[src/rtl/fetch_hazard_ctrl_pkg.sv]
// -----------------------------------------------------------------------------
// fetch_hazard_ctrl_pkg
//   Shared definitions for the fetch-stage hazard controller and its helpers:
//   the controller state type, the width of the boot/redirect down-counter
//   and the hardwired-zero register index.
// -----------------------------------------------------------------------------
package fetch_hazard_ctrl_pkg;

  // Width of the boot / redirect down-counter (holds up to 15).
  localparam int CNT_W = 4;

  // Register r0 is hardwired to zero, so a load into it never creates a hazard.
  localparam logic [4:0] ZERO_REG = 5'd0;

  typedef enum logic [1:0] {
    ST_BOOT     = 2'd0,
    ST_RUN      = 2'd1,
    ST_REDIRECT = 2'd2
  } fetch_state_e;

endpackage : fetch_hazard_ctrl_pkg

[src/rtl/fetch_hazard_ctrl_load_use_detect.sv]
// -----------------------------------------------------------------------------
// load_use_detect
//   Purely combinational load-use hazard comparator. Flags the case where the
//   load in ID/EX writes a register that the instruction in IF/ID reads, so
//   the consumer must wait one cycle for the loaded value.
//
// Ports:
//   id_ex_memread  in  1  instruction in ID/EX is a load
//   id_ex_rt       in  5  load destination register
//   if_id_rs       in  5  source register 1 of the instruction in IF/ID
//   if_id_rt       in  5  source register 2 of the instruction in IF/ID
//   hazard         out 1  load-use hazard present
// -----------------------------------------------------------------------------
module load_use_detect
  import fetch_hazard_ctrl_pkg::*;
(
  input  logic       id_ex_memread,
  input  logic [4:0] id_ex_rt,
  input  logic [4:0] if_id_rs,
  input  logic [4:0] if_id_rt,
  output logic       hazard
);

  logic dest_valid;
  logic src_match;

  // A load targeting r0 produces nothing a consumer could depend on.
  assign dest_valid = id_ex_memread && (id_ex_rt != ZERO_REG);
  assign src_match  = (id_ex_rt == if_id_rs) || (id_ex_rt == if_id_rt);
  assign hazard     = dest_valid && src_match;

endmodule : load_use_detect

[src/rtl/fetch_hazard_ctrl.sv]
// -----------------------------------------------------------------------------
// fetch_hazard_ctrl
//   Pipeline control unit that sequences the instruction-fetch stage. It holds
//   the front end frozen while the instruction memory primes after reset,
//   inserts one bubble on a load-use hazard, freezes on external stall
//   requests, and on a taken branch redirects the PC and squashes the
//   wrong-path instructions, keeping IF/ID flushed for the extra latency of
//   the synchronous instruction memory.
//
//   Outputs are combinational from the registered state and the current
//   inputs; state and the down-counter are the only control registers.
//
// Parameters:
//   BOOT_CYCLES  cycles PC and IF/ID stay frozen after reset release (1..15)
//   IMEM_LAT     extra cycles of IF/ID flush after a redirect (0..7)
//
// Ports:
//   CLK           in  1   clock, rising edge
//   RST           in  1   synchronous, active-high reset
//   BRANCH_TAKEN  in  1   taken branch resolved in EX/MEM this cycle
//   ID_EX_MEMREAD in  1   instruction in ID/EX is a load
//   ID_EX_RT      in  5   load destination register
//   IF_ID_RS      in  5   source register 1 of the instruction in IF/ID
//   IF_ID_RT      in  5   source register 2 of the instruction in IF/ID
//   STALL_REQ     in  1   external freeze request
//   PC_WRITE      out 1   PC register enable
//   IFIDWrite     out 1   IF/ID register enable
//   BRANCH        out 1   next-PC mux select (1 = EX_MEM_NPC)
//   IF_ID_FLUSH   out 1   zero IF/ID at next edge
//   ID_EX_FLUSH   out 1   bubble ID/EX control at next edge
//   EX_MEM_FLUSH  out 1   zero EX/MEM control at next edge
//   BUSY          out 1   controller not in RUN
//
// Optional feature (macro FETCH_PERF_CNT_EN):
//   STALL_CNT     out 32  cycles in RUN with PC_WRITE low
//   FLUSH_CNT     out 32  redirects taken
//   BUBBLE_CNT    out 32  load-use bubbles inserted
//   All three saturate at all-ones and clear on RST.
// -----------------------------------------------------------------------------
module fetch_hazard_ctrl
  import fetch_hazard_ctrl_pkg::*;
#(
  parameter int BOOT_CYCLES = 2,
  parameter int IMEM_LAT    = 1
) (
  input  logic        CLK,
  input  logic        RST,
  input  logic        BRANCH_TAKEN,
  input  logic        ID_EX_MEMREAD,
  input  logic [4:0]  ID_EX_RT,
  input  logic [4:0]  IF_ID_RS,
  input  logic [4:0]  IF_ID_RT,
  input  logic        STALL_REQ,
  output logic        PC_WRITE,
  output logic        IFIDWrite,
  output logic        BRANCH,
  output logic        IF_ID_FLUSH,
  output logic        ID_EX_FLUSH,
  output logic        EX_MEM_FLUSH,
`ifdef FETCH_PERF_CNT_EN
  output logic        BUSY,
  output logic [31:0] STALL_CNT,
  output logic [31:0] FLUSH_CNT,
  output logic [31:0] BUBBLE_CNT
`else
  output logic        BUSY
`endif
);

  localparam logic [CNT_W-1:0] BOOT_INIT  = CNT_W'(BOOT_CYCLES - 1);
  // Unused when IMEM_LAT is 0: the controller then never enters REDIRECT.
  localparam logic [CNT_W-1:0] REDIR_INIT = (IMEM_LAT > 0) ? CNT_W'(IMEM_LAT - 1) : '0;
  localparam logic [CNT_W-1:0] CNT_ONE    = CNT_W'(1);

  fetch_state_e     state_q, state_d;
  logic [CNT_W-1:0] cnt_q,   cnt_d;
  logic             hazard;

  load_use_detect u_load_use_detect (
    .id_ex_memread (ID_EX_MEMREAD),
    .id_ex_rt      (ID_EX_RT),
    .if_id_rs      (IF_ID_RS),
    .if_id_rt      (IF_ID_RT),
    .hazard        (hazard)
  );

  // ---------------------------------------------------------------------------
  // Next-state and output decode
  // ---------------------------------------------------------------------------
  always_comb begin
    // NOTE: every signal gets a default before the case so no path leaves it
    // unassigned; otherwise synthesis would infer a latch.
    state_d      = state_q;
    cnt_d        = cnt_q;
    PC_WRITE     = 1'b0;
    IFIDWrite    = 1'b0;
    BRANCH       = 1'b0;
    IF_ID_FLUSH  = 1'b0;
    ID_EX_FLUSH  = 1'b0;
    EX_MEM_FLUSH = 1'b0;
    BUSY         = 1'b1;

    unique case (state_q)
      ST_BOOT: begin
        // Instruction memory is priming: hold PC and keep a NOP in IF/ID.
        // Branches, stalls and hazards are meaningless here and ignored.
        IF_ID_FLUSH = 1'b1;
        if (cnt_q == '0) begin
          state_d = ST_RUN;
        end else begin
          cnt_d = cnt_q - CNT_ONE;
        end
      end

      ST_RUN: begin
        BUSY = 1'b0;
        if (BRANCH_TAKEN) begin
          // Redirect wins over everything: the instructions being stalled
          // are on the wrong path and get squashed anyway.
          BRANCH       = 1'b1;
          PC_WRITE     = 1'b1;
          IFIDWrite    = 1'b1;
          IF_ID_FLUSH  = 1'b1;
          ID_EX_FLUSH  = 1'b1;
          EX_MEM_FLUSH = 1'b1;
          if (IMEM_LAT > 0) begin
            state_d = ST_REDIRECT;
            cnt_d   = REDIR_INIT;
          end
        end else if (STALL_REQ) begin
          // Whole front end holds; nothing is flushed.
        end else if (hazard) begin
          // Hold PC and IF/ID for one cycle and let a bubble into ID/EX. The
          // load moves on next cycle, so the hazard clears on its own.
          ID_EX_FLUSH = 1'b1;
        end else begin
          PC_WRITE  = 1'b1;
          IFIDWrite = 1'b1;
        end
      end

      ST_REDIRECT: begin
        // Memory output is still stale from the old PC: keep flushing IF/ID.
        // EX/MEM is already squashed so a new branch cannot be real, and
        // IF/ID holds a NOP so there is nothing to check for hazards.
        IFIDWrite   = 1'b1;
        IF_ID_FLUSH = 1'b1;
        if (!STALL_REQ) begin
          PC_WRITE = 1'b1;
          if (cnt_q == '0) begin
            state_d = ST_RUN;
          end else begin
            cnt_d = cnt_q - CNT_ONE;
          end
        end
      end

      default: begin
        state_d = ST_BOOT;
        cnt_d   = BOOT_INIT;
      end
    endcase

    // Reset overrides the decode so the pipeline is squashed while held.
    if (RST) begin
      PC_WRITE     = 1'b0;
      IFIDWrite    = 1'b0;
      BRANCH       = 1'b0;
      IF_ID_FLUSH  = 1'b1;
      ID_EX_FLUSH  = 1'b1;
      EX_MEM_FLUSH = 1'b1;
      BUSY         = 1'b1;
    end
  end

  // ---------------------------------------------------------------------------
  // State registers
  // ---------------------------------------------------------------------------
  always_ff @(posedge CLK) begin
    // NOTE: sequential state uses non-blocking assignments so every flop
    // samples pre-edge values regardless of statement or block order.
    if (RST) begin
      state_q <= ST_BOOT;
      cnt_q   <= BOOT_INIT;
    end else begin
      state_q <= state_d;
      cnt_q   <= cnt_d;
    end
  end

`ifdef FETCH_PERF_CNT_EN
  // ---------------------------------------------------------------------------
  // Performance counters (saturating)
  // ---------------------------------------------------------------------------
  logic [31:0] stall_cnt_q,  stall_cnt_d;
  logic [31:0] flush_cnt_q,  flush_cnt_d;
  logic [31:0] bubble_cnt_q, bubble_cnt_d;
  logic        in_run;

  assign in_run = (state_q == ST_RUN) && !RST;

  always_comb begin
    stall_cnt_d  = stall_cnt_q;
    flush_cnt_d  = flush_cnt_q;
    bubble_cnt_d = bubble_cnt_q;
    if (in_run && !PC_WRITE && (stall_cnt_q != '1)) begin
      stall_cnt_d = stall_cnt_q + 32'd1;
    end
    if (in_run && BRANCH_TAKEN && (flush_cnt_q != '1)) begin
      flush_cnt_d = flush_cnt_q + 32'd1;
    end
    // A bubble is only inserted when the hazard is the winning condition.
    if (in_run && !BRANCH_TAKEN && !STALL_REQ && hazard && (bubble_cnt_q != '1)) begin
      bubble_cnt_d = bubble_cnt_q + 32'd1;
    end
  end

  always_ff @(posedge CLK) begin
    if (RST) begin
      stall_cnt_q  <= '0;
      flush_cnt_q  <= '0;
      bubble_cnt_q <= '0;
    end else begin
      stall_cnt_q  <= stall_cnt_d;
      flush_cnt_q  <= flush_cnt_d;
      bubble_cnt_q <= bubble_cnt_d;
    end
  end

  assign STALL_CNT  = stall_cnt_q;
  assign FLUSH_CNT  = flush_cnt_q;
  assign BUBBLE_CNT = bubble_cnt_q;
`endif

endmodule : fetch_hazard_ctrl
[config.mk]
export PLATFORM = sky130hd
export DESIGN_NAME = fetch_hazard_ctrl
export DESIGN_NICKNAME = d
export VERILOG_FILES = /design/src/rtl/fetch_hazard_ctrl_pkg.sv /design/src/rtl/fetch_hazard_ctrl_load_use_detect.sv /design/src/rtl/fetch_hazard_ctrl.sv
export SDC_FILE = /design/constraint.sdc
export NUM_CORES = 1
export LEC_CHECK = 0
export ABC_AREA = 1
export ABC_CLOCK_PERIOD_IN_PS = 1500
export CAP_MARGIN = 20
export CORE_MARGIN = 10
export CORE_UTILIZATION = 30
export DETAILED_ROUTE_END_ITERATION = 8
export SYNTH_ARGS = -nofsm -noshare
export SYNTH_HDL_FRONTEND = slang
export SYNTH_SLANG_ARGS = --single-unit
[constraint.sdc]
create_clock -name CLK -period 1.5 [get_ports CLK]
set_clock_uncertainty 0.05 [all_clocks]
set_input_delay 0.3 -clock CLK [delete_from_list [all_inputs] [get_ports CLK]]
set_output_delay 0.3 -clock CLK [all_outputs]
set_load 0.01 [all_outputs]
; ---- Yosys cells after proc, flatten, opt, wreduce, memory -nomap -nowiden
; Cells that the tools add are included.
[word_totals]
memories = 0
register_bits = 6
mem_bits_ro = 0
latchBits = 0
ramBits = 0
[classes]
div_mod_pow = 0
n_bitwise = 0
mux = 29
n_mul = 0
reduce_logical = 8
add_sub_neg = 1
eq_ne = 6
magnitude_cmp = 0
n_shift = 0
[ops]
columns = op, count
row1 = $mux W1, 18
row2 = $mux W4, 3
row3 = $pmux W4 S3, 1
row4 = $eq A5 B5 Y1, 2
row5 = $mux W2, 3
row6 = $pmux W1 S2, 3
row7 = $pmux W2 S3, 1
row8 = $reduce_bool A5 Y1, 1
row9 = $logic_not A4 Y1, 1
row10 = $ne A2 B2 Y1 const B, 2
row11 = $sub A4 B1 Y4 const B, 1
row12 = $eq A2 B1 Y1 const B, 1
row13 = $eq A2 B2 Y1 const B, 1
row14 = $logic_and A1 B1 Y1, 2
row15 = $logic_not A2 Y1, 1
row16 = $reduce_and A2 Y1, 1
row17 = $reduce_or A2 Y1, 1
row18 = $logic_or A1 B1 Y1, 1

; ---- Longest topological paths before layout
; Gate-level depths: netlist (run 1).
[logic_depth]
word_depth = 8
ltp_mapped = 11
mapped_depth_nobuf = 11

; ---- Cells and area by module
; A second synthesis (run 1) with hierarchy kept.
[unflattened]
hier_cells = 128
area_unflattened_um2 = 739.5
[by_module_without_submodules]
columns = module, cells_per_inst, n_inst, area_each_um2
row1 = fetch_hazard_ctrl, 83, 1, 544.3
row2 = load_use_detect, 45, 1, 195.2

; ---- Worst setup path before layout (run 1)
; OpenSTA, ideal clock, no wires.
[synth_path]
path_kind = register -> register
start = register state_q[0]
end = register cnt_q[3]
t_required_ps = 1328
setup_slack_ps = 4
period_less_slack_ps = 1496
arrival_time_ps = 1324
stages_incl_launch_ff = 11
path_cell_list = dfxtp_1 > inv_1 > ha_1 > nor2_2 > inv_2 > nand4_4 > nand2_4 > inv_4 > nand2_2 > nor2_1 > nor3b_2
[synth_between]
elab_chain_len = 3
[synth_lines]
columns = element, line
row1 = start: declaration, fetch_hazard_ctrl.sv:75  ; fetch_state_e state_q, state_d;
row2 = start signal: assignment, fetch_hazard_ctrl.sv:186  ; state_q <= state_d;
row3 = $eq A2 B2 Y1 or $eq A2 B1 Y1 (tied branches), fetch_hazard_ctrl.sv:103  ; unique case (state_q)
row4 = $ne A2 B2 Y1 (no source line), n/a
row5 = $reduce_and A2 Y1 (no source line), n/a
row6 = end signal: assignment, fetch_hazard_ctrl.sv:187  ; cnt_q <= cnt_d;
row7 = end: declaration, fetch_hazard_ctrl.sv:76  ; logic [CNT_W-1:0] cnt_q, cnt_d;
; Several ways; a longest one is shown, not always the timed one.
; A chain may end at the register's enable or synchronous reset.

; ---- Worst setup path in the final report (run 1)
[layout_path]
start = register state_q[0]
end = output port PC_WRITE
[layout_between]
elab_chain_len = 3
[layout_lines]
columns = element, line
row1 = $eq A2 B2 Y1 or $eq A2 B1 Y1 (tied branches), fetch_hazard_ctrl.sv:103
row2 = $pmux W1 S2 *, fetch_hazard_ctrl.sv:103
row3 = $mux W1 *, fetch_hazard_ctrl.sv:165  ; if (RST) begin
row4 = end: declaration, fetch_hazard_ctrl.sv:54  ; output logic PC_WRITE,
; Every way passes the cells marked *; elsewhere a longest branch is shown, timed or not.

==> metrics.txt, run 1 <==
cts bufs inserted 3; Tmin final 1.72 ns; met3 Resource Use GR 3.54%; Residual DRC 0; pre-CTS WS -0.891 ns; Slew @ Worst Pin 0.252 ns; top cell type's share of synthesized area 18.3%; Final Power 1650 uW; sequential area share after synthesis 16.7%; ANT cells 0; Post-Route Utilization 54.4%; worst hold path depth 3; routability cong. 0.809; flop-to-flop setup slack -0.10 ns; Cell Rows 17; All-Layer GR Usage 9.63%; PortBufs 26; clk_lat worst skew 0.25 ns; final setup violating endpoints 10; clk sinks 6; min-delay worst type input port to register; Mean Syn Cell Area 5.84 um2; grt ovf 0; initial antenna violation count 0; clock-pin slew on the worst setup and hold paths 0.05 ns; core box area 2250 um2; area of the multi-input gates 576 um2; initial drt markers 14; Post-Place Cells 192; area leader, netlist nand2_1; type of origin of the critical path register; Vias 861; non-filler cells, final 200; Pleak 0.000668 uW; failing checks negative setup slack; die width 68.9 um; grt met1 use 9.05%; critical path class register to output pin; Clock Path Buffers 2; Reg area 123 um2; # fillers 239; First-pass DRT Iterations 4; Layout area overhead 70.7%; Yosys reg bits 6; largest cells by area after synthesis nand2_1 18%, dfxtp_1 17%, ha_1 12%, inv_1 11%, nor2_1 9.4%; RSZ-0062 raised after global routing true; hold path startpoint RST; via density per instance 4.31; Max transition margin 83.1%; Syn Nets 150; global-route wire length before repair 3.53 mm; PwrDens 1350 nW/um2; routed len/inst 10.5 um; share of cells above drive strength 1 45.9%; vias in the first global route 888; WP data required 1.15 ns; Synth Warn # 0; Max Freq 0.582 GHz; fin crit share 115%; busiest layer in global routing met2; final slew viol count 0; CP endpoint kind output pin; ANT nets after route 0; crit path max fanout 3; RR Startpoint state_q[1]; cts-stage hold buffer count 0; R2R depth 10; worst hold endpoint cnt_q[0]; Post-Syn Instances 123; largest net degree at the start of global routing 6; DIE AREA 4750 um2; critical path arrival 1.37 ns; Syn Std Cell Area 718 um2; met2 Usage GRT 18.5%; maxcap violations 0; maximum VDD drop 0.931 mV; Fin. Hold Viols 0; reg2reg end cnt_q[1]; distinct cell type count after synthesis 24; Starting Density 31.9%; worst setup margin -0.219 ns; HPWL Detailed 1.71 mm; CTS H-tree depth 1; Clock Root Buffer clkbuf_4; status finished, violations left; die height 68.9 um; Nets 201; I/O pins 27; final wirelength 2.11 mm; CTS tree done
[worst max-delay path, stage by stage (launching register included)]
cell	delay [ns]
dfxtp_2	0.36
inv_2	0.07
ha_4	0.26
inv_2	0.03
nor2_2	0.11
nand2_2	0.07
nor2_1	0.08
buf_2	0.14
[cell type report]
cell class	instances	area share [%]
multi-input combinational	87	46.9
timing repair buffer	46	28.1
inverter	30	10.3
sequential	6	10.0
tap	28	2.86
clock buffer	3	1.84
[flip-flops by register name, indices dropped and copies added (netlist names)]
register / flops
cnt_q: 4
state_q: 2
[timing repair]
action | CTS | global route
endpoints found under the setup margin | 12 | 13
cloned | 0 | 0
buffers inserted | 3 | 3
pin swaps | 16 | 18
resized for setup | 83 | 27
[power by group]
group / switching (uW) / leakage, uW / internal [uW]
combinational: 619 / 0.000604 / 593
sequential: 55.6 / 0.0000502 / 228
clock: 65.1 / 0.0000138 / 90.9
total: 740 / 0.000668 / 911
[routing by layer]
metal / share of wire (%) / vias up
li1: - / 472
met1: 38 / 367
met2: 54 / 18
met3: 6.5 / 4
met4: 1.3 / 0
met5: 0 / -
[worst max-delay path by stage]
stage,slack [ns],endpoint,depth (start not counted),start
after floorplan,0.004,cnt_q[3],10,state_q[0]
final,-0.22,PC_WRITE,7,state_q[0]
after global routing,-0.29,PC_WRITE,7,state_q[0]
after global placement,-0.85,PC_WRITE,12,ID_EX_RT[0]
after detailed placement,-0.89,PC_WRITE,13,ID_EX_RT[0]
after CTS,-0.23,PC_WRITE,7,state_q[0]
[synth_stat cells]
master	count
inv_2	5
nor3_1	1
xnor2_1	2
o21ai_0	2
inv_1	22
ha_1	7
nor3b_2	1
nand2_4	1
dfxtp_1	6
nand3_1	5
a22oi_1	1
nor2_1	18
nand2_2	1
a21oi_1	3
a21oi_2	1
inv_4	2
nor2_2	1
nand4_1	1
a211oi_2	1
o21ai_2	1
o21ai_1	4
nand4_4	1
clkinv_1	1
nand2_1	35
[cells by family (layout without fill, tap and decap cells)]
logic type / Yosys count / in the layout / synth area share (%)
compound gates: 13 / 13 / 11.5
xor+xnor: 2 / 2 / 2.44
fa+ha+maj: 7 / 7 / 12.2
buf+inv: 30 / 79 / 16.4
flops: 6 / 6 / 16.7
simple gates: 65 / 65 / 40.8
[per-stage QoR]
| stage | setup TNS (ns) | hold WS (ns) | instance area [um2] |
|---|---|---|---|
| 6_report | -1.08 | 0.416 | 1230 |
| 5_1_grt | -2.16 | 0.441 | 1230 |
| 4_1_cts | -1.15 | 0.405 | 1220 |
| 3_5_place_dp | -5.65 | 0.459 | 1130 |
| 3_3_place_gp | -5.40 | 0.455 | 1130 |
| 2_1_floorplan | 0 | 0.355 | 718 |
[cell usage in the layout (no fill, tap or decap), types with 5 or more instances in the layout]
cell type and instances:
buf_2 5, buf_4 18, buf_6 5, clkbuf_2 10, ha_1 5, inv_1 16
inv_2 8, inv_4 5, nand2_1 31, nand3_1 5, nor2_1 13, o21ai_1 5
Note: power is estimated with default switching activity, not from simulation.
==> run 2, diff against run 1 <==
--- a/config.mk
+++ b/config.mk
@@ -11,6 +11,7 @@
 export CORE_MARGIN = 10
 export CORE_UTILIZATION = 30
 export DETAILED_ROUTE_END_ITERATION = 8
+export RECOVER_POWER = 50
 export SYNTH_ARGS = -nofsm -noshare
 export SYNTH_HDL_FRONTEND = slang
 export SYNTH_SLANG_ARGS = --single-unit
==> results of run 2 <==
Same layout as run 1: the final DEF is identical, and so are final timing and power.
